[config.mk]
export PLATFORM = sky130hd
export DESIGN_NAME = div_unit_flat
export DESIGN_NICKNAME = d
export VERILOG_FILES = /design/src/rtl/div_unit_if.sv /design/src/rtl/div_unit.sv /design/src/flat_wrapper.sv
export SDC_FILE = /design/constraint.sdc
export NUM_CORES = 1
export LEC_CHECK = 0
export CELL_PAD_IN_SITES_DETAIL_PLACEMENT = 1
export CELL_PAD_IN_SITES_GLOBAL_PLACEMENT = 1
export CORE_MARGIN = 2
export CORE_UTILIZATION = 35
export DETAILED_ROUTE_END_ITERATION = 7
export GPL_TIMING_DRIVEN = 0
export HOLD_SLACK_MARGIN = 0.1
export PLACE_DENSITY_LB_ADDON = 0.05
export SYNTH_ARGS = -nofsm -noshare
export SYNTH_HDL_FRONTEND = slang
export SYNTH_SLANG_ARGS = --single-unit
[constraint.sdc]
create_clock -name clock -period 9.2 [get_ports clock]
set_clock_uncertainty 0.1 [all_clocks]
set_input_delay 0.92 -clock clock [delete_from_list [all_inputs] [get_ports clock]]
set_output_delay 0.92 -clock clock [all_outputs]
set_load 0.005 [all_outputs]
[src/rtl/div_unit_if.sv]
// Divide handshake between the control unit (master) and the divider (slave).
// Carries operands and mode toward the divider, and results plus status back.
interface div_unit_if #(
  parameter int WIDTH = 32
);
  logic             start;
  logic             sign_mode;
  logic [WIDTH-1:0] dividend;
  logic [WIDTH-1:0] divisor;
  logic [WIDTH-1:0] hi;
  logic [WIDTH-1:0] lo;
  logic             busy;
  logic             done;
  logic             div_zero;

  modport master (
    output start, sign_mode, dividend, divisor,
    input  hi, lo, busy, done, div_zero
  );

  modport slave (
    input  start, sign_mode, dividend, divisor,
    output hi, lo, busy, done, div_zero
  );
endinterface

[src/rtl/div_unit.sv]
// Multicycle restoring shift-subtract divider for DIV/DIVU. The quotient goes to
// lo and the remainder to hi; done is a one-cycle pulse and div_zero flags x/0.
//
// state  | meaning
// IDLE   | waiting for start; operands sampled on the accepting edge
// RUN    | one quotient bit per cycle, WIDTH cycles
// FIX    | apply result signs and write hi/lo
// DONE   | done pulse is registered out on the following edge
module div_unit #(
  parameter int WIDTH = 32
) (
  input logic       clock,
  input logic       reset_n,
  div_unit_if.slave bus
);
  localparam int CW = $clog2(WIDTH);

  typedef enum logic [1:0] {S_IDLE, S_RUN, S_FIX, S_DONE} state_t;

  state_t           r_state, w_next;
  logic [CW-1:0]    r_cnt;
  logic [WIDTH-1:0] r_rem, r_quo, r_dvs, r_hi, r_lo;
  logic             r_qneg, r_rneg, r_zero;
  logic             r_busy, r_done, r_div_zero;

  logic             w_accept, w_iter, w_fix;
  logic [WIDTH-1:0] w_dvd_mag, w_dvs_mag, w_diff;
  logic [WIDTH:0]   w_shift;
  logic             w_ge, w_dvs_zero;

  assign w_dvs_zero = (bus.divisor == '0);
  assign w_dvd_mag  = (bus.sign_mode && bus.dividend[WIDTH-1]) ? -bus.dividend : bus.dividend;
  assign w_dvs_mag  = (bus.sign_mode && bus.divisor[WIDTH-1])  ? -bus.divisor  : bus.divisor;

  // Shifted partial remainder can need WIDTH+1 bits; the compare uses all of them.
  assign w_shift = {r_rem, r_quo[WIDTH-1]};
  assign w_ge    = (w_shift >= {1'b0, r_dvs});
  assign w_diff  = w_shift[WIDTH-1:0] - r_dvs;

  always_ff @(posedge clock or negedge reset_n) begin
    if (!reset_n) r_state <= S_IDLE;
    else          r_state <= w_next;
  end

  // r_done blocks re-acceptance so a held start waits until done has fallen.
  always_comb begin
    w_next = r_state;
    case (r_state)
      S_IDLE: if (bus.start && !r_done) w_next = w_dvs_zero ? S_DONE : S_RUN;
      S_RUN:  if (r_cnt == '0) w_next = S_FIX;
      S_FIX:  w_next = S_DONE;
      S_DONE: w_next = S_IDLE;
      default: w_next = S_IDLE;
    endcase
  end

  always_comb begin
    w_accept = 1'b0;
    w_iter   = 1'b0;
    w_fix    = 1'b0;
    case (r_state)
      S_IDLE:  w_accept = bus.start && !r_done;
      S_RUN:   w_iter   = 1'b1;
      S_FIX:   w_fix    = 1'b1;
      default: ;
    endcase
  end

  always_ff @(posedge clock or negedge reset_n) begin
    if (!reset_n) begin
      r_cnt      <= '0;
      r_rem      <= '0;
      r_quo      <= '0;
      r_dvs      <= '0;
      r_hi       <= '0;
      r_lo       <= '0;
      r_qneg     <= 1'b0;
      r_rneg     <= 1'b0;
      r_zero     <= 1'b0;
      r_busy     <= 1'b0;
      r_done     <= 1'b0;
      r_div_zero <= 1'b0;
    end else begin
      r_done <= (r_state == S_DONE);
      if (r_done) r_busy <= 1'b0;
      if (r_state == S_DONE && r_zero) r_div_zero <= 1'b1;

      if (w_accept) begin
        r_busy <= 1'b1;
        r_zero <= w_dvs_zero;
        if (!w_dvs_zero) begin
          r_rem      <= '0;
          r_quo      <= w_dvd_mag;
          r_dvs      <= w_dvs_mag;
          r_cnt      <= CW'(WIDTH - 1);
          r_qneg     <= bus.sign_mode & (bus.dividend[WIDTH-1] ^ bus.divisor[WIDTH-1]);
          r_rneg     <= bus.sign_mode & bus.dividend[WIDTH-1];
          r_div_zero <= 1'b0;
        end
      end

      if (w_iter) begin
        r_rem <= w_ge ? w_diff : w_shift[WIDTH-1:0];
        r_quo <= {r_quo[WIDTH-2:0], w_ge};
        r_cnt <= r_cnt - 1'b1;
      end

      if (w_fix) begin
        r_lo <= r_qneg ? -r_quo : r_quo;
        r_hi <= r_rneg ? -r_rem : r_rem;
      end
    end
  end

  assign bus.hi       = r_hi;
  assign bus.lo       = r_lo;
  assign bus.busy     = r_busy;
  assign bus.done     = r_done;
  assign bus.div_zero = r_div_zero;
endmodule

[src/flat_wrapper.sv]
// flat-port wrapper written by rule: the top's interface ports become plain ports
module div_unit_flat 
#(
  parameter int WIDTH = 32
)
  (clock, reset_n, bus_start, bus_sign_mode, bus_dividend, bus_divisor, bus_hi, bus_lo, bus_busy, bus_done, bus_div_zero);
  div_unit_if #(.WIDTH(WIDTH)) bus_i ();
  input logic clock;
  input logic reset_n;
  input wire logic [$bits(bus_i.start)-1:0] bus_start;
  input wire logic [$bits(bus_i.sign_mode)-1:0] bus_sign_mode;
  input wire logic [$bits(bus_i.dividend)-1:0] bus_dividend;
  input wire logic [$bits(bus_i.divisor)-1:0] bus_divisor;
  output wire logic [$bits(bus_i.hi)-1:0] bus_hi;
  output wire logic [$bits(bus_i.lo)-1:0] bus_lo;
  output wire logic [$bits(bus_i.busy)-1:0] bus_busy;
  output wire logic [$bits(bus_i.done)-1:0] bus_done;
  output wire logic [$bits(bus_i.div_zero)-1:0] bus_div_zero;
  assign bus_i.start = bus_start;
  assign bus_i.sign_mode = bus_sign_mode;
  assign bus_i.dividend = bus_dividend;
  assign bus_i.divisor = bus_divisor;
  assign bus_hi = bus_i.hi;
  assign bus_lo = bus_i.lo;
  assign bus_busy = bus_i.busy;
  assign bus_done = bus_i.done;
  assign bus_div_zero = bus_i.div_zero;
  div_unit #(.WIDTH(WIDTH)) u_core (.clock(clock), .reset_n(reset_n), .bus(bus_i));
endmodule
Yosys cells after proc, flatten, opt, wreduce, memory -nomap -nowiden
Cells that the tools add are included.
{ "totals": {"regBits": 173, "inputBits": 68, "wordCells": 69} }
{ "op_classes": {"add_sub_neg": 6, "order_cmp": 1, "eq_ne": 6, "mux": 26, "n_bitwise": 4, "reduce_logical": 13} }
{ "op_table": {"columns": ["op", "n"], "rows": [
  ["32-bit 2-to-1 mux", 11],
  ["32-bit negator", 4],
  ["33-bit by 32-bit greater-or-equal comparator with 1-bit output", 1],
  ["32-bit zero test", 1],
  ["32-bit subtractor", 1],
  ["5-bit 2-to-1 mux", 3],
  ["1-bit 2-to-1 mux", 8],
  ["2-bit case mux with 4 select lines", 1],
  ["2-bit 2-to-1 mux", 3],
  ["2-bit by 1-bit != test with 1-bit output (second input constant)", 3],
  ["2-bit AND reduction", 3],
  ["5-bit zero test", 1],
  ["5-bit by 1-bit subtractor with 5-bit output (second input constant)", 1],
  ["2-bit equality test (second input constant)", 2],
  ["1-bit logical AND", 4],
  ["2-bit nonzero test", 2],
  ["1-bit bitwise AND", 2],
  ["2-bit by 1-bit equality test with 1-bit output (second input constant)", 1],
  ["2-bit zero test", 1],
  ["1-bit zero test", 1],
  ["1-bit inverter", 1],
  ["1-bit XOR", 1]
]} }

Longest topological paths before layout
{ "logic_depth": {"word_depth": 5, "ltp_mapped": 14} }

Worst setup path after synthesis
OpenSTA, ideal clock, no wires.
{ "synth_timing": {"kind": "input to register", "start": "input port bus_dividend[1]", "end": "register u_core.r_quo[29]", "setup_ns": 0.130, "t_arrival_ns": 3.263, "setup_slack_ns": 5.707, "path_stages": 9, "cell_sequence": "or4_1 -> nor4_1 -> nand3_1 -> or4_1 -> o31ai_1 -> xor2_1 -> nor2_1 -> a21oi_1 -> o21ai_1"} }
{ "synth_via": {"elab_chain_len": 5} }
{ "synth_lines": {"columns": ["item", "line_no", "source"], "rows": [
  ["start, declared", "flat_wrapper.sv:12", "input wire logic [$bits(bus_i.dividend)-1:0] bus_dividend;"],
  ["32-bit negator", "div_unit.sv:32", "assign w_dvd_mag = (bus.sign_mode && bus.dividend[WIDTH-1]) ? -bus.dividend : bus.dividend;"],
  ["32-bit 2-to-1 mux", "div_unit.sv:32", null],
  ["32-bit 2-to-1 mux", "div_unit.sv:91", "if (!w_dvs_zero) begin"],
  ["32-bit 2-to-1 mux", "div_unit.sv:88", "if (w_accept) begin"],
  ["32-bit 2-to-1 mux", "div_unit.sv:102", "if (w_iter) begin"],
  ["end signal, assigned", "div_unit.sv:93", "r_quo <= w_dvd_mag;"],
  ["end signal, assigned", "div_unit.sv:104", "r_quo <= {r_quo[WIDTH-2:0], w_ge};"],
  ["end, declared", "div_unit.sv:22", "logic [WIDTH-1:0] r_rem, r_quo, r_dvs, r_hi, r_lo;"]
]} }
Every way passes these cells. The select of a mux whose other input is x is not followed.
A chain may end at the register's enable or synchronous reset.

Final worst setup path
{ "layout_timing": {"start": "input port bus_divisor[8]", "end": "register u_core.r_dvs[27]"} }
{ "layout_via": {"elab_chain_len": 3} }
{ "layout_lines": {"columns": ["item", "line_no", "source"], "rows": [
  ["start, declared", "flat_wrapper.sv:13", "input wire logic [$bits(bus_i.divisor)-1:0] bus_divisor;"],
  ["branches (longest 3 deep; another with 32-bit negator)", null, null],
  ["end signal, assigned", "div_unit.sv:94", "r_dvs <= w_dvs_mag;"],
  ["end, declared", "div_unit.sv:22", null]
]} }
Parallel ways; which one is timed is not known.

==> metrics.md <==
| Metric | Value |
|---|---|
| Outcome | finished, final reports clean |
| IO Count | 135 |
| Vias per cell | 5.43 |
| Gr usage total | 22.9% |
| Area growth, synth to finish | 22.1% |
| Synth Register Bits | 173 |
| Distinct cells, synth | 63 |
| Clock tree buffer depth | 2 |
| Total wire length | 37200 um |
| Synthesized Nets | 1446 |
| Core area | 0.0316 mm^2 |
| Power Dens Cells | 400 mW/mm^2 |
| Die H | 183 um |
| Post-synth top area share | 38.6% |
| Top-count cell post-synth | dfrtp_1 |
| Dpl hpwl | 28600 um |
| Pin count of the biggest net entering global routing | 113 |
| Initial Util | 35.6% |
| FF-to-FF setup slack | 5.12 ns |
| First-pass GRT wire length | 59900 um |
| Root buffer cell | clkbuf_16 |
| H-tree levels | 4 |
| CTS Sinks | 173 |
| Max IR drop VDD | 159 uV |
| Vias | 10.3k |
| CTS tree | yes |
| Critical Path RT | 9.41 ns |
| # DRC | 0 |
| Wire per inst | 19.6 um |
| Setup slack after layout | 4.46 ns |
| Post-CTS sizing | 0 |
| Yosys top cell by area | dfrtp_1 |
| Worst slew pin tran | 1.17 ns |
| Total of max-cap violations | 0 |
| Antenna cells | 0 |
| Die ar. | 0.0335 mm^2 |
| Share of layout cells above drive strength 1 | 3.66% |
| Rows | 65 |
| FF-to-FF Start | u_core.r_rem[2] |
| Crit-path max FO | 10 |
| Tightest Hold Check Type | in -> async |
| Seq/Total Area, Yosys | 38.6% |
| GPL Wtd Cong | 0.858 |
| Area contributors post-synth | dfrtp_1 (39%), xor2_1 (7.6%), a21oi_1 (6.8%), o21ai_0 (5.5%), ha_1 (4.7%) |
| Synth async-reset ratio | 100% |
| Initial DRC Count | 551 |
| Filler Cell Count | 3738 |
| DRT Pass-1 Iters | 4 |
| Clock Latency Late Sink | 0.45 ns |
| Syn. warnings | 0 |
| Critical path class | in -> reg |
| Reg-to-Reg End | u_core.r_rem[17] |
| Post-CTS Setup Repair Bufs | 0 |
| Reg clk slew, reported paths | 0.08 ns |
| Final ANT Viol Nets | 0 |
| Hold_buf cts | 0 |
| Number of flops mapped to enable cells by yosys | 0 |
| Synthesized instance count | 1335 |
| Final setup violating endpoints | 0 |
| Number of global-route vias before repair | 10.5k |
| Die Wd | 183 um |
| Synth Area per Inst | 8.40 um^2 |
| Cell Area, Synth | 0.0112 mm^2 |
| Max-slew violations | 0 |
| IO buf count | 134 |
| GR Overflow Total | 0 |
| R2R depth | 10 |
| CTS buffer count | 17 |
| Placed Instance Area | 0.0131 mm^2 |
| Top FF cell, synth | dfrtp_1 |
| Crit path time final | 4.74 ns |
| Crit path from | bus_divisor[8] |
| Final worst path period share | 51.5% |
| RSZ-0062 raised after global routing | false |
| Slew HR | 22.0% |
| Worst setup EP type | flip-flop |
| Crit path launch type | input pin |
| Fmax | 0.211 GHz |
| Nets | 1600 |
| Initial antenna violation count | 1 |
| Design Power | 5.48 mW |
| Critical path data arrival time | 4.95 ns |
| Leak pwr | 5.61 nW |
| Design Area, Final | 0.0137 mm^2 |
| Top post-synthesis cells by count | dfrtp_1 (173), a21oi_1 (153), nor2_1 (138) |
| Final Hold Vio Count | 0 |
| Pre-CTS WS | 3.99 ns |
registers in the layout, summed over array words and instances, names as in the netlist, 2 cells and up:
signal	count
u_core.r_dvs	32
u_core.r_cnt	5
u_core.r_quo	32
u_core.bus.hi	32
u_core.r_state	2
u_core.bus.lo	32
u_core.r_rem	32
where the power goes:
part	total (mW)	switching [mW]	internal [mW]
clock network	0.775	0.361	0.413
registers	1.51	0.375	1.14
logic	3.20	1.85	1.34
total	5.48	2.59	2.89
routing by layer:
metal / wire length (um) / GRT usage, %
met2: 16100 / 34.6
met4: 312 / 4.38
met5: 0 / 0
met3: 1330 / 2.78
met1: 19500 / 35.2
worst max path at each step:
stage                     cells after the start  slack [ns]               end
final                                        10        4.46  u_core.r_dvs[27]
after global routing                         10        4.14  u_core.r_dvs[19]
after CTS                                    10        4.46  u_core.r_dvs[27]
after detailed placement                     10        3.99  u_core.r_dvs[27]
after global placement                        1       -0.55  u_core.bus.lo[7]
after floorplan                               9        5.71  u_core.r_quo[29]
area by class of cell:
cell class | count | area, um^2 | share of cell area (%)
flip-flops and latches | 173 | 4330 | 31.6
plain buffers | 72 | 275 | 2.01
well taps | 402 | 503 | 3.67
multi-input cells | 1029 | 6380 | 46.6
clock buffers | 18 | 429 | 3.13
inverters | 61 | 229 | 1.67
repair buffers | 135 | 1370 | 10.0
clock inverters | 14 | 175 | 1.28
placed cells by master, fill, tap and decap left out, types with 14 or more instances in the layout:
cell type / n
xor2_1: 97
nand3_1: 42
clkbuf_16: 17
or4_1: 20
nor2_1: 138
o31ai_1: 28
a21oi_1: 153
inv_1: 60
xnor2_1: 49
ha_1: 42
dfrtp_1: 173
a31oi_1: 16
a21o_1: 14
nor3_1: 19
clkbuf_1: 63
mux2i_1: 24
nand2_1: 123
o21ai_0: 124
clkdlybuf4s50_1: 133
cell families after synthesis:
| logic type | after synthesis | synth area share (%) |
|---|---|---|
| buffers and inverters | 133 | 4.49 |
| XOR/XNOR | 146 | 11.4 |
| flip-flops | 173 | 38.6 |
| AO/OA/AOI/OAI | 401 | 21.0 |
| adder cells (fa/ha/maj) | 43 | 4.86 |
| multiplexers | 28 | 2.54 |
| AND/OR/NAND/NOR | 411 | 17.2 |
worst max-delay path, stage by stage:
cell and delay, ns:
clkdlybuf4s50_1 0.45, or4_1 0.59, nor3_1 0.32, nand3_1 0.27, nor4_2 0.57, a21o_1 0.21, clkbuf_1 0.47, buf_2 0.41
clkbuf_1 0.53, o21ai_0 0.21
per-stage QoR:
| step | util [%] | setup TNS [ns] | hold slack (ns) | instances |
|---|---|---|---|---|
| final | 43.4 | 0 | 0.300 | 1904 |
| after global routing | 43.4 | 0 | 0.322 | 1904 |
| after CTS | 43.4 | 0 | 0.316 | 1904 |
| after detailed placement | 41.5 | 0 | 0.367 | 1872 |
| after global placement | 41.4 | -91.72 | 0.360 | 1871 |
| after floorplan | - | 0 | 0.350 | 1335 |
Note: power is estimated with default switching activity, not from simulation.
==> patch 1: new RTL, config.mk and constraints unchanged <==
`WIDTH` is set to 32 in 3 places; all go to 64.
--- a/src/rtl/div_unit_if.sv
+++ b/src/rtl/div_unit_if.sv
@@ -1,7 +1,7 @@
 // Divide handshake between the control unit (master) and the divider (slave).
 // Carries operands and mode toward the divider, and results plus status back.
 interface div_unit_if #(
-  parameter int WIDTH = 32
+  parameter int WIDTH = 64
 );
   logic             start;
   logic             sign_mode;
--- a/src/rtl/div_unit.sv
+++ b/src/rtl/div_unit.sv
@@ -7,7 +7,7 @@
 // FIX    | apply result signs and write hi/lo
 // DONE   | done pulse is registered out on the following edge
 module div_unit #(
-  parameter int WIDTH = 32
+  parameter int WIDTH = 64
 ) (
   input logic       clock,
   input logic       reset_n,
--- a/src/flat_wrapper.sv
+++ b/src/flat_wrapper.sv
@@ -1,7 +1,7 @@
 // flat-port wrapper written by rule: the top's interface ports become plain ports
 module div_unit_flat 
 #(
-  parameter int WIDTH = 32
+  parameter int WIDTH = 64
 )
   (clock, reset_n, bus_start, bus_sign_mode, bus_dividend, bus_divisor, bus_hi, bus_lo, bus_busy, bus_done, bus_div_zero);
   div_unit_if #(.WIDTH(WIDTH)) bus_i ();
Ports: changed (resized bus_dividend, bus_divisor, bus_hi and bus_lo); port bits go from 135 to 263. The function was not compared with the original's and may differ.
==> patch 1 against the original RTL <==
Synthesized area rose by 100%; sequential cell count rose by 161; setup slack got worse by 0.87 ns; wire length rose to 2.6 times the old value; largest power group unchanged; via count rose by 120%; design area rose by 100%; critical path depth rose by 2; power rose by 110%.
==> patch 1: results <==
{
  "grt_usage_pct": 29.02,
  "fillers": 7707,
  "maxSlewHeadroom_pct": 22.76,
  "grt_pass1_wl_um": 147600,
  "signal_buffers": 429,
  "synth_cells": 2802,
  "layoutNonFillerInstCount": 4004,
  "finalWeightedCongestion": 0.9308,
  "dr.pass1.iters": 5,
  "pre_cts_ws_ns": 3.073,
  "grt_max_degree": 111,
  "route.vias.total": 22575,
  "nonClkBufAreaFrac_pct": 11.95,
  "post-place-cells": 3922,
  "io_buffer_count": 262,
  "antenna_found_initial": 2,
  "regArea_mm2": 0.008358,
  "dp_hpwl_um": 76480,
  "final_layout_size_suffix_gt1_share_pct": 3.906,
  "cts_inserted_buffers": 44,
  "clock_buffers": 59,
  "die_x_um": 257.9,
  "htree_levels": 2,
  "multi_input_area_mm2": 0.01320,
  "path_clk_slew_ns": 0.06,
  "inv_count": 102,
  "synthAdderAreaFrac_pct": 4.192,
  "totalWireLength_um": 97370,
  "status": "completed",
  "ys_types": 74,
  "holdWs_ns": 0.1377,
  "final_nets": 3320,
  "synth-xor-area-share_pct": 11.88,
  "drt_iter0_markers": 1255,
  "nMultiInputCombCells": 2202
}
patch 1: critical path, stage by stage:
cell             delay [ns]
clkdlybuf4s50_1        0.48
or4_1                  0.63
nor4_1                 0.37
nand3_1                0.35
nor3_1                 0.60
nand3_1                0.35
o31a_1                 0.37
clkbuf_1               0.30
nor2_1                 0.68
clkbuf_1               0.69
a32oi_1                0.10
o21ai_0                0.12
patch 1: path summary, 6_finish.rpt:
kind                                 startpoint                end  depth (start not counted)
max in group asynchronous               reset_n  u_core.bus.hi[39]                          3
min in group clock              u_core.bus.done    u_core.bus.busy                          1
worst min-delay path                    reset_n  u_core.bus.lo[11]                          1
worst min register to register  u_core.bus.done    u_core.bus.busy                          1
worst max-delay path            bus_divisor[12]   u_core.r_rem[26]                         12
worst max register to register  u_core.r_rem[9]   u_core.r_rem[24]                         14
patch 1: kinds of logic (layout without fill, tap and decap cells):
family / Yosys count / in the layout
DFF: 334 / 334
buffers and inverters: 266 / 613
muxes: 15 / 15
and+or+nand+nor: 1003 / 1003
adders and majority gates: 75 / 75
AOI/OAI and AO/OA: 803 / 803
xor gates and xnor gates: 306 / 306
patch 1: where the power goes:
group | leakage [nW] | internal, mW | total [mW] | switching [mW]
Clock | 0.769 | 1.16 | 1.89 | 0.726
Sequential | 3.97 | 2.20 | 2.97 | 0.770
Combinational | 6.30 | 2.52 | 6.78 | 4.25
Total | 11.0 | 5.89 | 11.6 | 5.75
patch 1: layer usage:
metal / share of wire (%) / vias up / wire (um) / track usage (%)
met5: 0 / - / 0 / 0
met4: 5.3 / 0 / 5141 / 14.11
met3: 3.7 / 178 / 3582 / 2.856
met2: 49 / 536 / 48150 / 50.93
met1: 42 / 11349 / 40490 / 35.64
li1: - / 10512 / - / -
==> patch 2: new RTL, same settings <==
Made on the original files. Re-encode `state_t` (4 states) as one-hot, 4 bits wide.
--- a/src/rtl/div_unit.sv
+++ b/src/rtl/div_unit.sv
@@ -15,7 +15,7 @@
 );
   localparam int CW = $clog2(WIDTH);
 
-  typedef enum logic [1:0] {S_IDLE, S_RUN, S_FIX, S_DONE} state_t;
+  typedef enum logic [3:0] {S_IDLE = 4'b0001, S_RUN = 4'b0010, S_FIX = 4'b0100, S_DONE = 4'b1000} state_t;
 
   state_t           r_state, w_next;
   logic [CW-1:0]    r_cnt;
Formal check against the unedited RTL: no difference found for any inputs over 10 cycles, from zero or initial values and one cycle with reset_n low; not proved beyond that.
==> patch 2 against the original RTL <==
Setup slack lost 0.17 ns; wire length is 5.2% higher; power shrank 0.65%; combinational power up 1%; maximum frequency decreased by 3.6%; sequential share of layout area barely moved; sequential cell count rose by 2; global-route usage increased by 1.0 points; synthesized area rose by 1.4%; design area is 1.3% higher; critical endpoint is now u_core.r_rem[18].
==> patch 2: results <==
{
  "dr.pass1.iters": 5,
  "grt_pass1_wl_um": 62220,
  "synth-xor-area-share_pct": 11.09,
  "first_global_vias": 10730,
  "seq_area_frac_synth_pct": 38.51,
  "crit_path_max_fanout": 10,
  "clock_path_buffers": 2,
  "ys_types": 69,
  "worstSetupStartpoint": "bus_divisor[17]",
  "final_nets": 1597,
  "vdd_ir_drop_max_v": 0.0001360,
  "synthTopCellsByCount": "dfrtp_1, nor2_1, nand2_1, a21oi_1, xor2_1",
  "crit_path_end": "u_core.r_rem[18]",
  "synth_compound_area_share_pct": 22.14,
  "finalWeightedCongestion": 0.9036,
  "antenna_cells": 0,
  "htree_levels": 4,
  "avgSynthCellArea_um2": 8.515,
  "rr_startpoint": "u_core.r_rem[21]",
  "synthMuxAreaShare_pct": 0.7369,
  "hp-class": "in -> async",
  "worstMarginPinSlew_ns": 0.9382,
  "yosys_warnings": 0,
  "crit_path_start_kind": "primary input",
  "drt_iter0_markers": 695,
  "viasPerCell": 5.439,
  "status": "completed",
  "regToRegEndpoint": "u_core.r_rem[7]",
  "ctsResizeCount": 0,
  "post-place-cells": 1913,
  "ctsHoldBuffers": 0,
  "syn-num-nets": 1443,
  "antenna_found_initial": 0,
  "cts_inserted_buffers": 17,
  "clock_latency_ns": 0.45,
  "grt_max_degree": 94,
  "totalWireLength_um": 39180,
  "cp.arrival_ns": 5.15,
  "leakagePower_nw": 5.812,
  "final_layout_size_suffix_gt1_share_pct": 3.992,
  "grt_usage_pct": 23.96,
  "dp_hpwl_um": 30810,
  "ys_async_sr_fraction_pct": 100.0,
  "synth.area.top_cells": "dfrtp_1, xor2_1, a21oi_1",
  "ff2ff_setup_slack_ns": 5.19,
  "reg2regPathDepth": 11,
  "synthAdderAreaFrac_pct": 4.355,
  "wire_per_inst_um": 20.14
}
==> patch 2: changes by cell type after synthesis, moves of 5 or more <==
cell      change
a21o_1        +5
a21oi_1      -35
a221o_1      +15
a22oi_1      +12
mux2i_1      -19
nand2_1       +7
nand3_1      -10
nand4_1      +24
nor2_1        -6
nor3_1        +9
o211ai_1     +10
o21ai_0      -72
o21ai_1      +43
o31ai_1       +5
==> patch 2: report_power, final <==
group          total (mW)  switching [mW]  internal (mW)
combinational        3.24            1.92           1.33
sequential           1.48           0.365           1.11
clock               0.721           0.361          0.360
==> patch 2: routing by layer <==
| metal | part of all wire [%] | vias up | track usage [%] |
|---|---|---|---|
| li1 | - | 5119 | - |
| met1 | 52 | 5215 | 35.69 |
| met2 | 43 | 206 | 36.24 |
| met3 | 2.6 | 38 | 2.786 |
| met4 | 2.1 | 0 | 7.200 |
| met5 | 0 | - | 0 |
==> patch 2: final cells by class <==
cell class	instances	area, um2
Timing Repair Buffer	135	1374
Clock buffer	17	425.4
Clock inverter	15	137.6
Inverter	60	225.2
Fill cell	3794	18420
Tap cell	442	553.0
Multi-Input combinational cell	1027	6490
Sequential cell	175	4380
Buffer	74	286.5
==> patch 2: worst max-delay path, cell delays in order <==
cell and delay [ns]:
clkdlybuf4s50_1 0.50, or4_1 0.61, nor4_1 0.45, nand4_1 0.27, nor3_1 0.60, nor2_1 0.41, nor2_2 0.51, clkbuf_1 0.65
nand2_1 0.11, o311ai_1 0.12
==> patch 2: worst min path at each step <==
stage	from	end	depth (start not counted)	slack [ns]
after floorplan	u_core.r_cnt[4]	u_core.r_cnt[4]	1	0.35
after global placement	u_core.bus.done	u_core.bus.busy	1	0.36
after detailed placement	u_core.bus.done	u_core.bus.busy	1	0.37
after CTS	u_core.bus.done	u_core.bus.busy	1	0.37
after global routing	reset_n	u_core.bus.lo[13]	1	0.41
final	reset_n	u_core.bus.lo[13]	1	0.37
==> patch 2: metrics by stage <==
step           TNS (ns)  util, %  setup WS, ns  cell area (um2)  hold slack [ns]
2_1_floorplan         0        -         5.735            11380           0.3462
3_3_place_gp     -82.09    41.10       -0.4976            13270           0.3591
3_5_place_dp          0    41.20         3.838            13300           0.3671
4_1_cts               0    42.94         4.333            13870           0.3723
5_1_grt               0    42.96         4.002            13870           0.4054
6_report              0    42.96         4.286            13870           0.3653
==> patch 2: logic make-up after synthesis <==
family | Yosys count
multiplexers | 8
flip-flops | 175
AND/OR/NAND/NOR | 441
adder cells (fa/ha/maj) | 39
AO/OA/AOI/OAI | 395
XOR/XNOR | 144
buffers and inverters | 134
